$ cat src/rtl/accel_core_pkg.sv
// accel_core_pkg: shared types and constants for the accelerator core.
//   t_sched_state   : layer scheduler FSM states
//   t_slot_state    : per weight-buffer slot state
//   SCHED_NUM_SLOTS : number of weight-buffer slots (w1..w3)
package accel_core_pkg;

   localparam int unsigned SCHED_NUM_SLOTS = 3;

   typedef enum logic [1:0] {
      S_IDLE,
      S_RUN,
      S_DONE
   } t_sched_state;

   typedef enum logic [1:0] {
      SLOT_FREE,
      SLOT_LOADED,
      SLOT_ACTIVE
   } t_slot_state;

endpackage

$ cat src/rtl/accel_core_slot_pick.sv
// accel_core_slot_pick: combinational slot selector.
//   free_vec_i    : per-slot FREE flags
//   loaded_vec_i  : per-slot LOADED flags
//   tags_i        : per-slot neuron tags, slot s at [s*NEURON_W +: NEURON_W]
//   disp_cnt_i    : neuron index due for dispatch
//   free_found_o / free_idx_o   : lowest-index FREE slot
//   match_found_o / match_idx_o : lowest LOADED slot whose tag equals disp_cnt_i
module accel_core_slot_pick
   import accel_core_pkg::*;
#(
   parameter int unsigned NUM_SLOTS = SCHED_NUM_SLOTS,
   parameter int unsigned NEURON_W  = 8,
   parameter int unsigned IDX_W     = 2
) (
   input  logic [NUM_SLOTS-1:0]          free_vec_i,
   input  logic [NUM_SLOTS-1:0]          loaded_vec_i,
   input  logic [NUM_SLOTS*NEURON_W-1:0] tags_i,
   input  logic [NEURON_W-1:0]           disp_cnt_i,
   output logic                          free_found_o,
   output logic [IDX_W-1:0]              free_idx_o,
   output logic                          match_found_o,
   output logic [IDX_W-1:0]              match_idx_o
);

   always_comb begin
      free_found_o  = 1'b0;
      free_idx_o    = '0;
      match_found_o = 1'b0;
      match_idx_o   = '0;
      for (int unsigned i = 0; i < NUM_SLOTS; i++) begin
         if (!free_found_o && free_vec_i[i]) begin
            free_found_o = 1'b1;
            free_idx_o   = IDX_W'(i);
         end
         if (!match_found_o && loaded_vec_i[i] &&
             (tags_i[i*NEURON_W +: NEURON_W] == disp_cnt_i)) begin
            match_found_o = 1'b1;
            match_idx_o   = IDX_W'(i);
         end
      end
   end

endmodule

$ cat src/rtl/accel_core_weight_sched.sv
// accel_core_weight_sched: layer-level scheduler for the multiply datapath.
// Hands free weight slots to the loader, dispatches loaded slots to the
// multiply engine in ascending neuron order, reclaims them on release and
// ends the layer with done_layer / move_out_to_in.
// Ports:
//   clk_i, rst_i (sync, active-high)
//   layer_start_i, layer_neuron_num_i         : layer request (IDLE only)
//   load_ready_o, load_valid_i, load_slot_o,
//   load_neuron_idx_o                         : weight loader handshake
//   in_use_o, release_i                       : per-slot handshake with mul top
//   in_use_by_accel_o, done_layer_o,
//   move_out_to_in_o, busy_o, protocol_err_o  : status
// Optional feature: define ACCEL_SCHED_TIMEOUT_EN for a release watchdog.
module accel_core_weight_sched
   import accel_core_pkg::*;
#(
   parameter int unsigned NUM_SLOTS      = SCHED_NUM_SLOTS,
   parameter int unsigned NEURON_W       = 8,
   parameter int unsigned TIMEOUT_CYCLES = 1024
) (
   input  logic                         clk_i,
   input  logic                         rst_i,
   input  logic                         layer_start_i,
   input  logic [NEURON_W-1:0]          layer_neuron_num_i,
   output logic                         load_ready_o,
   input  logic                         load_valid_i,
   output logic [$clog2(NUM_SLOTS)-1:0] load_slot_o,
   output logic [NEURON_W-1:0]          load_neuron_idx_o,
   output logic [NUM_SLOTS-1:0]         in_use_o,
   input  logic [NUM_SLOTS-1:0]         release_i,
   output logic                         in_use_by_accel_o,
   output logic                         done_layer_o,
   output logic                         move_out_to_in_o,
   output logic                         busy_o,
   output logic                         protocol_err_o
);

   localparam int unsigned IDX_W = $clog2(NUM_SLOTS);

   if (TIMEOUT_CYCLES < 2) begin : g_bad_timeout
      $error("TIMEOUT_CYCLES must be at least 2");
   end

   t_sched_state        state_q, state_d;
   t_slot_state         slot_st_q [NUM_SLOTS];
   t_slot_state         slot_st_d [NUM_SLOTS];
   logic [NEURON_W-1:0] tag_q [NUM_SLOTS];
   logic [NEURON_W-1:0] tag_d [NUM_SLOTS];
   logic [NEURON_W-1:0] load_cnt_q, load_cnt_d;
   logic [NEURON_W-1:0] disp_cnt_q, disp_cnt_d;
   logic [NEURON_W-1:0] done_cnt_q, done_cnt_d;
   logic [NEURON_W-1:0] num_q, num_d;
   logic                err_q, err_d;

`ifdef ACCEL_SCHED_TIMEOUT_EN
   localparam int unsigned WD_W = $clog2(TIMEOUT_CYCLES + 1);
   logic [WD_W-1:0] wdog_q, wdog_d;
`endif

   logic [NUM_SLOTS-1:0]          free_vec, loaded_vec, active_vec;
   logic [NUM_SLOTS*NEURON_W-1:0] tags_flat;
   logic                          free_found, match_found;
   logic [IDX_W-1:0]              free_idx, match_idx;
   logic                          load_accept, err_set;

   always_comb begin
      free_vec   = '0;
      loaded_vec = '0;
      active_vec = '0;
      tags_flat  = '0;
      for (int unsigned s = 0; s < NUM_SLOTS; s++) begin
         free_vec[s]                      = (slot_st_q[s] == SLOT_FREE);
         loaded_vec[s]                    = (slot_st_q[s] == SLOT_LOADED);
         active_vec[s]                    = (slot_st_q[s] == SLOT_ACTIVE);
         tags_flat[s*NEURON_W +: NEURON_W] = tag_q[s];
      end
   end

   accel_core_slot_pick #(
      .NUM_SLOTS (NUM_SLOTS),
      .NEURON_W  (NEURON_W),
      .IDX_W     (IDX_W)
   ) u_pick (
      .free_vec_i    (free_vec),
      .loaded_vec_i  (loaded_vec),
      .tags_i        (tags_flat),
      .disp_cnt_i    (disp_cnt_q),
      .free_found_o  (free_found),
      .free_idx_o    (free_idx),
      .match_found_o (match_found),
      .match_idx_o   (match_idx)
   );

   // Outputs decode registered state only.
   assign load_ready_o      = (state_q == S_RUN) && free_found && (load_cnt_q < num_q);
   assign load_slot_o       = free_idx;
   assign load_neuron_idx_o = load_cnt_q;
   assign in_use_o          = active_vec;
   assign in_use_by_accel_o = (state_q != S_IDLE);
   assign busy_o            = (state_q != S_IDLE);
   assign done_layer_o      = (state_q == S_DONE);
   assign move_out_to_in_o  = (state_q == S_DONE);
   assign protocol_err_o    = err_q;

   assign load_accept = load_valid_i && load_ready_o;

   always_comb begin
      state_d    = state_q;
      slot_st_d  = slot_st_q;
      tag_d      = tag_q;
      load_cnt_d = load_cnt_q;
      disp_cnt_d = disp_cnt_q;
      done_cnt_d = done_cnt_q;
      num_d      = num_q;
      err_set    = (load_valid_i && !load_ready_o) || (|(release_i & ~active_vec));
`ifdef ACCEL_SCHED_TIMEOUT_EN
      wdog_d     = '0;
`endif
      unique case (state_q)
         S_IDLE: begin
            if (layer_start_i) begin
               state_d    = S_RUN;
               load_cnt_d = '0;
               disp_cnt_d = '0;
               done_cnt_d = '0;
               num_d      = layer_neuron_num_i;
               for (int unsigned s = 0; s < NUM_SLOTS; s++) begin
                  slot_st_d[s] = SLOT_FREE;
               end
            end
         end
         S_RUN: begin
            if (done_cnt_q == num_q) begin
               state_d = S_DONE;
            end
            for (int unsigned s = 0; s < NUM_SLOTS; s++) begin
               if (release_i[s] && active_vec[s]) begin
                  slot_st_d[s] = SLOT_FREE;
                  done_cnt_d   = done_cnt_d + 1'b1;
               end
            end
`ifdef ACCEL_SCHED_TIMEOUT_EN
            if ((|active_vec) && !(|(release_i & active_vec))) begin
               if (wdog_q == WD_W'(TIMEOUT_CYCLES - 1)) begin
                  err_set = 1'b1;
                  for (int unsigned s = 0; s < NUM_SLOTS; s++) begin
                     if (active_vec[s]) slot_st_d[s] = SLOT_FREE;
                  end
                  done_cnt_d = done_cnt_d + 1'b1;
               end else begin
                  wdog_d = wdog_q + 1'b1;
               end
            end
`endif
            if (load_accept) begin
               for (int unsigned s = 0; s < NUM_SLOTS; s++) begin
                  if (IDX_W'(s) == free_idx) begin
                     slot_st_d[s] = SLOT_LOADED;
                     tag_d[s]     = load_cnt_q;
                  end
               end
               load_cnt_d = load_cnt_q + 1'b1;
            end
            // A slot being loaded with the due neuron goes straight to ACTIVE
            // so an idle engine sees in_use one cycle after the load.
            if (!(|active_vec)) begin
               if (match_found) begin
                  for (int unsigned s = 0; s < NUM_SLOTS; s++) begin
                     if (IDX_W'(s) == match_idx) slot_st_d[s] = SLOT_ACTIVE;
                  end
                  disp_cnt_d = disp_cnt_q + 1'b1;
               end else if (load_accept && (load_cnt_q == disp_cnt_q)) begin
                  for (int unsigned s = 0; s < NUM_SLOTS; s++) begin
                     if (IDX_W'(s) == free_idx) slot_st_d[s] = SLOT_ACTIVE;
                  end
                  disp_cnt_d = disp_cnt_q + 1'b1;
               end
            end
         end
         S_DONE: begin
            state_d = S_IDLE;
         end
         default: begin
            state_d = S_IDLE;
         end
      endcase
      if ((state_q == S_IDLE) && layer_start_i) begin
         err_d = 1'b0;
      end else begin
         err_d = err_q | err_set;
      end
   end

   always_ff @(posedge clk_i) begin
      if (rst_i) begin
         state_q    <= S_IDLE;
         for (int unsigned s = 0; s < NUM_SLOTS; s++) begin
            slot_st_q[s] <= SLOT_FREE;
            tag_q[s]     <= '0;
         end
         load_cnt_q <= '0;
         disp_cnt_q <= '0;
         done_cnt_q <= '0;
         num_q      <= '0;
         err_q      <= 1'b0;
`ifdef ACCEL_SCHED_TIMEOUT_EN
         wdog_q     <= '0;
`endif
      end else begin
         state_q    <= state_d;
         slot_st_q  <= slot_st_d;
         tag_q      <= tag_d;
         load_cnt_q <= load_cnt_d;
         disp_cnt_q <= disp_cnt_d;
         done_cnt_q <= done_cnt_d;
         num_q      <= num_d;
         err_q      <= err_d;
`ifdef ACCEL_SCHED_TIMEOUT_EN
         wdog_q     <= wdog_d;
`endif
      end
   end

endmodule

$ cat config.mk
export PLATFORM = sky130hd
export DESIGN_NAME = accel_core_weight_sched
export DESIGN_NICKNAME = d
export VERILOG_FILES = /design/src/rtl/accel_core_pkg.sv /design/src/rtl/accel_core_slot_pick.sv /design/src/rtl/accel_core_weight_sched.sv
export SDC_FILE = /design/constraint.sdc
export NUM_CORES = 1
export LEC_CHECK = 0
export ABC_CLOCK_PERIOD_IN_PS = 4100
export CORE_UTILIZATION = 56
export CTS_BUF_LIST = sky130_fd_sc_hd__clkbuf_2
export DETAILED_ROUTE_END_ITERATION = 8
export DONT_BUFFER_PORTS = 1
export PLACE_DENSITY = 0.76
export RECOVER_POWER = 50
export SLEW_MARGIN = 40
export SYNTH_ARGS = -nofsm -noshare
export SYNTH_HDL_FRONTEND = slang
export SYNTH_SLANG_ARGS = --single-unit
$ cat constraint.sdc
create_clock -name clk_i -period 4.1 [get_ports clk_i]
set_input_delay 0.82 -clock clk_i [delete_from_list [all_inputs] [get_ports clk_i]]
set_output_delay 0.82 -clock clk_i [all_outputs]
set_load 0.005 [all_outputs]
Word-level counts from Yosys, hierarchy flattened
Cells that the tools add are included.
- bits in registers: 65
- output and inout port bits: 19
- logic and storage cells: 128
- input port bits: 15
- bitwise gates (word level): 3
- add/subtract/negate cells: 5
- multiplexer cells: 44
- equality and inequality tests: 22
- $lt $le $gt $ge: 1
- reductions and logical operators: 41
- operators with widths (cell ; number):
    $mux 8 ; 10
    $pmux 8 s2 ; 3
    $add 8x1->8 const B ; 5
    $eq 8x8->1 ; 5
    $mux 2 ; 16
    $mux 6 ; 5
    $logic_and 1x1->1 ; 16
    $logic_not 2->1 ; 6
    $pmux 6 s2 ; 1
    $reduce_and 3->1 ; 4
    $eq 2x1->1 const B ; 4
    $eq 2x2->1 const B ; 4
    $lt 8x8->1 ; 1
    $mux 1 ; 8
    $ne 2x2->1 const B ; 3
    $reduce_and 2->1 ; 3
    $reduce_or 3->1 ; 2
    $logic_not 1->1 ; 5
    $eq 1x2->1 const A ; 2
    $eq 2x2->1 const A ; 2
    $pmux 2 s2 ; 1
    $reduce_and 4->1 ; 1
    $reduce_bool 2->1 ; 2
    $and 3x3->3 ; 1
    other kinds (6) ; 6

Logic depth before layout (Yosys ltp)
Gate-level depths: netlist of the first run.
- word-level depth: 17
- depth in mapped cells: 14
- gate-level depth less buffers: 12

Hierarchy
From an unflattened synthesis of the first run, not the netlist that was laid out.
- cell total of the unflattened synthesis: 474
- area, all modules: 3958.8 µm²
- by module, submodules not included (module ; sequential area each (µm²) ; times used ; area each (µm²) ; cells an instance):
    accel_core_weight_sched ; 1301.2 ; 1 ; 3639.7 ; 433
    accel_core_slot_pick ; 0.0 ; 1 ; 319.1 ; 41

Worst setup path after synthesis of the first run
Ideal clock, no wire load.
- path kind: input to register
- from: in release_i[0]
- to: reg done_cnt_q[5]
- required time: 3.983 ns
- path buffers: 1
- cell stages on the path: 10
- arrival: 3.053 ns
- setup slack: 0.930 ns
- cell sequence: and3b_1 buf_6 mux2_2 ha_1 nand4b_1 xnor2_1 or4b_4 nor4bb_2 mux2i_1 nand2_1
- cells in the longest elaborated chain, start to end: 9
- RTL lines (what ; RTL line ; source):
    start: declaration ; accel_core_weight_sched.sv:30 ; input logic [NUM_SLOTS-1:0] release_i,
    $logic_and 1x1->1 * ; accel_core_weight_sched.sv:137 ; if (release_i[s] && active_vec[s]) begin
    $mux 8 * ; accel_core_weight_sched.sv:137 ;
    $mux 8 * ; accel_core_weight_sched.sv:119 ; unique case (state_q)
    $add 8x1->8 ; accel_core_weight_sched.sv:139 ; done_cnt_d = done_cnt_d + 1'b1;
    $mux 8 * ; accel_core_weight_sched.sv:137 ;
    $mux 8 * ; accel_core_weight_sched.sv:119 ;
    $add 8x1->8 ; accel_core_weight_sched.sv:139 ;
    $mux 8 * ; accel_core_weight_sched.sv:137 ;
    $pmux 8 s2 * ; accel_core_weight_sched.sv:119 ;
    end signal: assignment ; accel_core_weight_sched.sv:215 ; done_cnt_q <= done_cnt_d;
    end: declaration ; accel_core_weight_sched.sv:51 ; logic [NEURON_W-1:0] done_cnt_q, done_cnt_d;
Mark *: on every way between the ends. The rest lies on a longest branch, timed or not. The select of a mux whose other input is x is not followed.
A chain may end at the register's enable or synchronous reset.

Worst setup path after layout of the first run
- from: reg load_cnt_q[1], in the netlist load_neuron_idx_o[1]
- to: reg tag_q[11] (netlist bit)
- cells in the longest elaborated chain, start to end: 4
- RTL lines (what ; RTL line ; source):
    start: declaration ; accel_core_weight_sched.sv:49 ; logic [NEURON_W-1:0] load_cnt_q, load_cnt_d;
    start signal: assignment ; accel_core_weight_sched.sv:213 ; load_cnt_q <= load_cnt_d;
    $lt 8x8->1 ; accel_core_weight_sched.sv:95 ; assign load_ready_o = (state_q == S_RUN) && free_found && (load_cnt_q < num_q);
    $logic_and 1x1->1 ; accel_core_weight_sched.sv:95 ;
    $logic_and 1x1->1 ; accel_core_weight_sched.sv:105 ; assign load_accept = load_valid_i && load_ready_o;
    $reduce_and 3->1 (no line) ; - ;
    end signal: assignment ; accel_core_weight_sched.sv:212 ; tag_q <= tag_d;
    end: declaration ; accel_core_weight_sched.sv:47 ; logic [NEURON_W-1:0] tag_q [NUM_SLOTS];
Every way passes these cells.

==> metrics.yaml, run 1 <==
cts.repair.resized: 0
fin_crit_sh: 0.8227
slew_viol_final: 0
ys_ff_latch: 65
internal_power_w: 0.0008860
fin_setup_tns_ns: 0
num_vias: 3559
ios: 34
htree_num_levels: 3
io_buffers: 0
fin_skew_ns: 0.02730
grt_max_degree: 50
rr_startpoint: "load_neuron_idx_o[1]$_SDFFE_PP0P_"
slew_headroom: 0.5185
synthFlopType: "dfxtp_1"
grt_usage: 0.2767
leakage_nw: 1.569
syn_area_sq_um: 4071
core_region_area_sq_um: 6907
place_area_sq_um: 4069
cp_top_family: "compound AO/OA/AOI/OAI gates"
crit_buf_inv: 2
drv_cap: 0
syn_area_per_cell_sq_um: 8.030
cts_tree: "built"
routabilityCongestion: 0.8764
antenna-diode-count: 0
root_buffer: "clkbuf_2"
cts_buffers: 9
clkLatencyLatePin_ns: 0.52
power.share.clock: 0.372
crit_type: "reg -> reg"
drtPass1Iterations: 5
ys_seq_area_frac: 0.3196
power_switching_w: 0.0003496
required_ns: 4.51
crit_slowest_cell: "a21oi_1"
dp_hpwl_mm: 7.294
cp-start-kind: "register"
grt_pass1_vias: 3329
end_kind: "register"
floorplan.initialDensity: 0.5895
viasPerCell: 6.053
crit_chain: "clkbuf_1 -> ha_1 -> a21oi_1 -> o211ai_1 -> a21oi_1 -> buf_4 -> and2_1 -> mux2i_1 -> nor2_1"
cp_max_fo: 11
ant_nets: 0
post_route_cells_drive_above_1_share: 0.07317
rsz0062_at_grt: "false"
cts.clk_slew.worst_paths_ns: 0.21
max_freq_mhz: 296.5
avgRoutedWirePerCell_microns: 17.29
grt_antenna_before_repair: 0
synth_nets: 534
fin_nets: 514
seqPwrFrac: 0.532
async_reset_ff_frac: 0
worstSetupEndpoint: "tag_q[11]$_SDFFE_PP0P_"
hp-class: "in -> reg"
syn_inst: 507
startpoint: "load_neuron_idx_o[1]$_SDFFE_PP0P_"
setup_viol: 0
die_h_microns: 87.27
r2r_setup_slack_ns: 0.73
area_growth_syn_to_layout_pct: 3.104
swShare: 0.2829
cts_buffer_depth: 2
path_common_cell: "a21oi_1"
synth_warnings: 0
cts_setup_buffers: 0
synthDistinctLibCells: 58
finalCriticalPeriod_ns: 3.373
synth-edff-count: 0
reg2regPathDepth: 9
status: "finished clean"
grt_pass1_wl_mm: 16.19
holdBufCountCts: 0
worstMarginPinSlew_ns: 0.7196
overflow: 0
critical_path_depth: 9
p_comb_frac: 0.096
arrival_ns: 3.79
rows: 30
remaining_drc_errors: 0
fin_area_sq_um: 4198
p_per_area_nw_per_um2: 294.3
slowest_delay_ns: 0.61
drtIter0Drc: 306
totalWireLength_mm: 10.17
dieArea_sq_um: 7615
vdd_ir_drop_max_uv: 207.2
clock-sinks: 65
hold_viol: 0
r2r_end: "tag_q[11]$_SDFFE_PP0P_"
die_x_microns: 87.27
[flip-flops by register name, summed over array words and instances (netlist names)]
signal,cells
protocol_err_o,1
disp_cnt_q,8
num_q,8
load_neuron_idx_o,8
state_q,2
done_cnt_q,8
slot_st_q,6
tag_q,24
[worst min path at each step]
stage                                      start                      to  slack (ns)  depth (start not counted)
after global routing                       rst_i   num_q[1]$_SDFFE_PP0P_        0.31                          1
final                                      rst_i   num_q[1]$_SDFFE_PP0P_        0.33                          1
after floorplan           tag_q[19]$_SDFFE_PP0P_  tag_q[19]$_SDFFE_PP0P_        0.45                          2
after global placement    tag_q[20]$_SDFFE_PP0P_  tag_q[20]$_SDFFE_PP0P_        0.45                          2
after detailed placement  tag_q[20]$_SDFFE_PP0P_  tag_q[20]$_SDFFE_PP0P_        0.45                          2
after CTS                                  rst_i   num_q[1]$_SDFFE_PP0P_        0.34                          1
[power by group through the flow]
stage | registers, W | clock network, W | logic, W
6_report | 0.000658 | 0.000460 | 0.000118
5_1_grt | 0.000660 | 0.000491 | 0.000130
4_1_cts | 0.000657 | 0.000461 | 0.000118
3_5_place_dp | 0.000670 | 0 | 0.000117
3_3_place_gp | 0.000670 | 0 | 0.000115
2_1_floorplan | 0.000663 | 0 | 0.000103
[synthesized netlist by cell type, types with 2 or more instances]
cell	number	share of area
or4_1	5	0.0092
o211ai_1	10	0.018
a31oi_1	4	0.0061
xnor2_1	30	0.065
o2111ai_1	4	0.0086
buf_4	2	0.0037
ha_1	12	0.037
nor3_1	8	0.0098
buf_2	6	0.0074
a21oi_1	34	0.042
o22ai_1	3	0.0046
xor2_1	24	0.052
nand3b_1	3	0.0055
o31ai_1	2	0.0037
dfxtp_1	65	0.32
nand4_1	5	0.0077
or3_1	7	0.011
nand3_1	21	0.026
and3_1	3	0.0046
o21ai_1	2	0.0025
nand2_1	57	0.053
nor4_1	6	0.0092
nand2b_1	7	0.011
and2_1	8	0.012
a22oi_1	6	0.011
nor2b_1	8	0.012
o21ai_0	14	0.017
and4_1	2	0.0043
a211oi_1	2	0.0037
nor2_1	49	0.045
and3b_1	2	0.0043
or2_2	3	0.0046
mux2i_1	21	0.052
xor2_2	2	0.0080
inv_1	19	0.018
clkbuf_1	28	0.026
buf_6	2	0.0055
[cell type report]
| class | count | area (sq um) |
|---|---|---|
| Timing Repair Buffer | 7 | 35.03 |
| Clock buffer | 10 | 50.05 |
| Sequential cell | 65 | 1301 |
| Multi-Input combinational cell | 385 | 2527 |
| Fill cell | 631 | 2709 |
| Clock inverter | 6 | 92.59 |
| Inverter | 19 | 71.32 |
| Tap cell | 96 | 120.1 |
[worst reg2reg max path, cell delays in order, from the launching register on]
cell and delay, ns:
dfxtp_1 0.35, clkbuf_1 0.48, ha_1 0.35, a21oi_1 0.13
o211ai_1 0.20, a21oi_1 0.61, buf_4 0.30, and2_1 0.53
mux2i_1 0.27, nor2_1 0.05
[cells in the final DEF, fill, tap and decap left out, types with 2 or more instances in the layout]
master,count
a211oi_1,2
a21oi_1,35
a22oi_1,6
a31oi_1,4
and2_1,7
and3_1,3
and3b_1,2
and4_1,2
buf_4,2
bufinv_16,2
clkbuf_1,4
clkbuf_2,10
clkinv_4,2
clkinvlp_4,2
dfxtp_1,65
ha_1,12
inv_1,19
mux2i_1,21
nand2_1,57
nand2b_1,7
nand3_1,21
nand3b_1,3
nand4_1,5
nor2_1,49
nor2b_1,8
nor3_1,8
nor4_1,6
o2111ai_1,4
o211ai_1,10
o21ai_0,14
o21ai_1,2
o22ai_1,3
or2_2,3
or3_1,7
or4_1,5
xnor2_1,30
xor2_1,24
xor2_2,2
[logic make-up after synthesis]
| group | after synthesis | synth area share |
|---|---|---|
| AOI/OAI and AO/OA | 91 | 0.1457 |
| muxes | 23 | 0.05808 |
| buffers and inverters | 57 | 0.05993 |
| DFF | 65 | 0.3196 |
| xor gates and xnor gates | 57 | 0.1281 |
| adders and majority gates | 12 | 0.03688 |
| and+or+nand+nor | 202 | 0.2517 |
[layer usage]
| layer | global-route usage | wire, microns | vias to the layer above |
|---|---|---|---|
| met2 | 0.4474 | 4698 | 143 |
| met1 | 0.3579 | 4448 | 1674 |
| met3 | 0.05592 | 814 | 27 |
| li1 | - | - | 1715 |
| met5 | 0 | 0 | - |
| met4 | 0.1192 | 206 | 0 |
[through the flow]
step | utilization | worst slack (ns) | power, W | instances | hold WS [ns]
6_report | 0.6078 | 0.7271 | 0.001236 | 588 | 0.3300
5_1_grt | 0.6078 | 0.5555 | 0.001280 | 588 | 0.3112
4_1_cts | 0.6098 | 0.9458 | 0.001236 | 587 | 0.3351
3_5_place_dp | 0.5891 | 0.6986 | 0.0007876 | 571 | 0.4528
3_3_place_gp | 0.5891 | 0.7664 | 0.0007844 | 571 | 0.4487
2_1_floorplan | - | 0.9295 | 0.0007666 | 507 | 0.4481
Note: power is estimated with default switching activity, not from simulation.
==> run 2, diff against run 1 <==
- ABC_CLOCK_PERIOD_IN_PS: 4100 -> 2900
- PLACE_DENSITY: 0.76 -> 0.79
- clock period: 4.1 -> 2.9 ns (I/O delays scaled with it)
==> run 2 against run 1 <==
Total power rose by 35%. Global-route usage rose by 0.72 points. Via count rose by 2.5%. Critical path type unchanged.
==> metrics.yaml, run 2 (same netlist as run 1, synthesis figures left out) <==
status: "finished clean"
clkLatencyLatePin_ns: 0.52  # about the same
fill_cells: 652  # +3.3%
rows: 30  # unchanged
ant_nets: 0  # unchanged
slew_headroom: 0.5826  # +0.06408
regMostFlops: "tag_q"
fin_setup_tns_ns: 0  # unchanged
finalCriticalPeriod_ns: 2.762  # -0.6105 ns
arrival_ns: 3.19  # -0.60 ns
clock-sinks: 65  # unchanged
grt_antenna_before_repair: 0  # unchanged
crit_slowest_cell: "or4b_4"
cts_buffers: 9  # unchanged
fin_skew_ns: 0.02954  # +0.002236 ns
place_area_sq_um: 4220  # +3.7%
setup_viol: 0  # unchanged
avgRoutedWirePerCell_microns: 17.10  # -1.1%
grt_max_degree: 50  # unchanged
drtPass1Iterations: 5  # unchanged
leakage_nw: 1.658  # +5.7%
cp-start-kind: "register"
end_kind: "register"
grt_pass1_wl_mm: 16.40  # +1.3%
max_freq_mhz: 362.0  # +22%
die_h_microns: 87.27  # unchanged
overflow: 0  # unchanged
dp_hpwl_mm: 7.614  # +4.4%
viasPerCell: 6.031  # -0.35%
fin_hold_ws_ns: 0.09244  # -0.2376 ns
hp-class: "in -> reg"
core_region_area_sq_um: 6907  # unchanged
fin_util: 0.6237  # +0.01594
remaining_drc_errors: 0  # unchanged
ios: 34  # unchanged
vdd_ir_drop_max_uv: 398.1  # +92%
antenna-diode-count: 0  # unchanged
p_per_area_nw_per_um2: 386.4  # +31%
area_growth_syn_to_layout_pct: 5.808
floorplan.initialDensity: 0.5895  # unchanged
root_buffer: "clkbuf_2"
num_vias: 3649  # +2.5%
drv_cap: 0  # unchanged
power_w: 0.001665  # +35%
hold_viol: 0  # unchanged
post_route_cells_drive_above_1_share: 0.1002  # +0.02703
fin_nets: 531  # +3.3%
crit_chain: "and3b_1 -> mux2_2 -> ha_1 -> nand4b_1 -> xnor2_2 -> or4b_4 -> nor4bb_4 -> mux2i_1 -> nand2_1"
htree_num_levels: 3  # unchanged
die_x_microns: 87.27  # unchanged
slew_viol_final: 0  # unchanged
required_ns: 3.33  # -1.18 ns
rsz0062_at_grt: "false"
cts.clk_slew.worst_paths_ns: 0.21  # about the same
r2r_setup_slack_ns: 0.14  # -0.59 ns
cts_buffer_depth: 2  # unchanged
slowest_delay_ns: 0.54  # -0.07 ns
crit_type: "reg -> reg"
largest_register_ffs: 24  # unchanged
cts_tree: "built"
grt_pass1_vias: 3316  # -0.39%
reg2regPathDepth: 9  # unchanged
drtIter0Drc: 287  # -6.2%
worstMarginPinSlew_ns: 0.6239  # -0.09577 ns
final_cell_mix: "dfxtp_1 (64), nand2_1 (57), nor2_1 (49), a21oi_1 (34), xnor2_1 (29)"
fin_area_sq_um: 4308  # +2.6%
io_buffers: 0  # unchanged
dieArea_sq_um: 7615  # unchanged
cp_max_fo: 6  # -5
routabilityCongestion: 0.9435  # +7.7%
cts_setup_buffers: 0  # unchanged
grt_usage: 0.2838  # +0.007152
whs_path_depth: 1  # unchanged
totalWireLength_mm: 10.35  # +1.8%
final_common_cell: "dfxtp_1"
fin_crit_sh: 0.9525  # +0.1299
holdBufCountCts: 0  # unchanged
## run 2: worst paths after layout
path                                                 from                          to
worst max register to register  slot_st_q[5]$_SDFFE_PP0P_  done_cnt_q[5]$_SDFFE_PP0P_
worst min-delay path                                rst_i   slot_st_q[4]$_SDFFE_PP0P_
worst max-delay path            slot_st_q[5]$_SDFFE_PP0P_  done_cnt_q[5]$_SDFFE_PP0P_
worst min register to register     tag_q[18]$_SDFFE_PP0P_      tag_q[18]$_SDFFE_PP0P_
## run 2: through the flow
step	worst slack [ns]	instances
after floorplan	0.0004725	507
after global placement	0.09385	589
after detailed placement	0.03481	589
after CTS	0.1157	605
after global routing	0.02236	605
final	0.1377	605
## run 2: worst max-delay path: cells and delay by family, from the launching register on
family,cells,cell delay [ns]
xor gates and xnor gates,1,0.10
adders and majority gates,1,0.20
DFF,1,0.43
muxes,2,0.60
and+or+nand+nor,5,1.32
## run 2: cell type report
| cell class | count | area [sq um] | area share |
|---|---|---|---|
| Multi-Input combinational cell | 385 | 2547 | 0.5913 |
| Sequential cell | 65 | 1303 | 0.3024 |
| Timing Repair Buffer | 24 | 150.1 | 0.03485 |
| Tap cell | 96 | 120.1 | 0.02788 |
| Clock inverter | 7 | 71.32 | 0.01656 |
| Inverter | 19 | 71.32 | 0.01656 |
| Clock buffer | 9 | 45.04 | 0.01046 |
## run 2: what timing repair did
item / in CTS / in global routing
endpoints found under the hold margin: 0 / 0
resized for setup: 0 / 1
endpoints found under the setup margin: 0 / 1
## run 2: metal layers
metal  vias up  global-route usage  part of all wire
met1      1710              0.3760              0.43
met2       164              0.4467              0.47
met3        23             0.05687             0.076
met5         -                   0                 0
li1       1752                   -                 -
met4         0              0.1267             0.027
## run 2: power by group
part	switching, W	internal [W]
registers	0.0000173	0.000909
logic	0.000124	0.0000592
clock network	0.000358	0.000197
==> run 3, diff against run 2 <==
- MAX_ROUTING_LAYER: not set -> met4
==> run 3 against run 2 <==
Clock power decreased by 1%. Sequential share of layout area barely moved. Cell count stayed put. Critical path type unchanged. Highest routed layer unchanged.
==> metrics.yaml, run 3 (same netlist as run 1, synthesis figures left out) <==
core_region_area_sq_um: 6907  # unchanged
status: "finished clean"
grt_pass1_wl_mm: 16.48  # +0.51%
num_vias: 3660  # +0.30%
worstSetupEndpoint: "done_cnt_q[5]$_SDFFE_PP0P_"
final_common_cell: "dfxtp_1"
fin_skew_ns: 0.02791  # -0.001631 ns
grtUsageMet1: 0.3479  # -0.02818
drtPass1Iterations: 8  # +3
final_cells: 605  # unchanged
drv_cap: 0  # unchanged
viasPerCell: 6.050  # +0.30%
cts.clk_slew.worst_paths_ns: 0.20  # about the same
arrival_ns: 3.17  # -0.02 ns
rows: 30  # unchanged
slowest_delay_ns: 0.54  # about the same
remaining_drc_errors: 0  # unchanged
required_ns: 3.29  # -0.04 ns
dp_cells: 589  # unchanged
grt_pass1_vias: 3470  # +4.6%
crit_buf_inv: 0  # unchanged
critical_path_depth: 9  # unchanged
floorplan.initialDensity: 0.5895  # unchanged
area_growth_syn_to_layout_pct: 5.870  # about the same
p_per_area_nw_per_um2: 385.2  # -0.32%
ios: 34  # unchanged
root_buffer: "clkbuf_2"
die_x_microns: 87.27  # unchanged
post_route_cells_drive_above_1_share: 0.1061  # +0.005894
die_h_microns: 87.27  # unchanged
hp-class: "in -> reg"
dp_hpwl_mm: 7.659  # +0.59%
leakage_nw: 1.668  # +0.63%
clock-sinks: 65  # unchanged
end_kind: "register"
crit_chain: "and3b_1 -> mux2_2 -> ha_1 -> nand4b_1 -> xnor2_2 -> or4b_4 -> nor4bb_4 -> mux2i_1 -> nand2_1"
grt.busiest_layer: "met2"
max_freq_mhz: 360.4  # -0.46%
cp_max_fo: 6  # unchanged
routabilityCongestion: 0.9478  # +0.46%
hold_viol: 0  # unchanged
cts_buffer_depth: 2  # unchanged
regMostFlops: "tag_q"
fin_util: 0.6241  # about the same
r2r_setup_slack_ns: 0.12  # about the same
cts_buffers: 9  # unchanged
setup_viol: 0  # unchanged
dieArea_sq_um: 7615  # unchanged
grt_antenna_before_repair: 0  # unchanged
fill_cells: 658  # +0.92%
fin_hold_ws_ns: 0.1056  # +0.01312 ns
final_cell_mix: "dfxtp_1 (64), nand2_1 (57), nor2_1 (49), a21oi_1 (33), xnor2_1 (29)"
clkLatencyLatePin_ns: 0.50  # -0.02 ns
ant_nets: 0  # unchanged
fin_area_sq_um: 4310  # about the same
met3_usage: 0.06825  # +0.01137
crit_slowest_cell: "or4b_4"
avgRoutedWirePerCell_microns: 16.85  # -1.5%
worstMarginPinSlew_ns: 0.6157  # -0.008115 ns
grt.met2_usage: 0.4773  # +0.03054
cp_top_family: "simple AND/OR/NAND/NOR gates"
drtIter0Drc: 245  # -15%
cp-start-kind: "register"
htree_num_levels: 3  # unchanged
vdd_ir_drop_max_uv: 225.0  # -43%
fin_nets: 531  # unchanged
startpoint: "slot_st_q[5]$_SDFFE_PP0P_"
r2r_end: "done_cnt_q[5]$_SDFFE_PP0P_"
slew_viol_final: 0  # unchanged
cts_tree: "built"
totalWireLength_mm: 10.20  # -1.5%
antenna-diode-count: 0  # unchanged
reg2regPathDepth: 9  # unchanged
rr_startpoint: "slot_st_q[5]$_SDFFE_PP0P_"
grt_max_degree: 50  # unchanged
fin_setup_tns_ns: 0  # unchanged
largest_register_ffs: 24  # unchanged
fin_crit_sh: 0.9569  # +0.004370
slew_headroom: 0.5877  # +0.005140
io_buffers: 0  # unchanged
overflow: 0  # unchanged
grt_usage: 0.2922  # +0.008312
crit_type: "reg -> reg"
finalCriticalPeriod_ns: 2.775  # +0.01267 ns
place_area_sq_um: 4220  # unchanged
-- run 3: stage by stage --
stage                     setup WS [ns]  total power [W]
after floorplan               0.0004725         0.001084
after global placement          0.09962         0.001122
after detailed placement      0.0003497         0.001127
after CTS                       0.03886         0.001660
after global routing         -0.0002545         0.001728
final                            0.1250         0.001660
-- run 3: layout make-up --
| cell class | count | area, sq um | share of cell area |
|---|---|---|---|
| well taps | 96 | 120.1 | 0.02787 |
| repair buffers | 24 | 153.9 | 0.03570 |
| multi-input cells | 385 | 2551 | 0.5919 |
| inverters | 19 | 71.32 | 0.01655 |
| flip-flops and latches | 65 | 1303 | 0.3022 |
| clock inverters | 5 | 56.30 | 0.01306 |
| clock buffers | 11 | 55.05 | 0.01277 |
-- run 3: worst min path at each step --
stage,cells past startpoint,end,from
global placement,2,tag_q[19]$_SDFFE_PP0P_,tag_q[19]$_SDFFE_PP0P_
global route,1,tag_q[20]$_SDFFE_PP0P_,rst_i
floorplan,2,tag_q[19]$_SDFFE_PP0P_,tag_q[19]$_SDFFE_PP0P_
detailed placement,2,tag_q[21]$_SDFFE_PP0P_,tag_q[21]$_SDFFE_PP0P_
finish,1,slot_st_q[4]$_SDFFE_PP0P_,rst_i
CTS,1,tag_q[22]$_SDFFE_PP0P_,rst_i
-- run 3: where the power goes --
group          leakage (nW)  internal [W]  switching [W]
logic                  1.07     0.0000607       0.000127
clock network        0.0719      0.000205       0.000342
registers             0.526      0.000909      0.0000172
total                  1.67       0.00117       0.000486
-- run 3: per-layer routing --
metal	up-vias	wire length, microns
met2	140	4854
met5	-	0
met3	39	633
met1	1730	4395
li1	1751	-
met4	0	312
-- run 3: repair_timing --
item / 4_1_cts / 5_1_grt
hold buffers: 0 / 0
setup buffers: 0 / 0
endpoints found under the setup margin: 0 / 3
gates resized for setup: 0 / 2
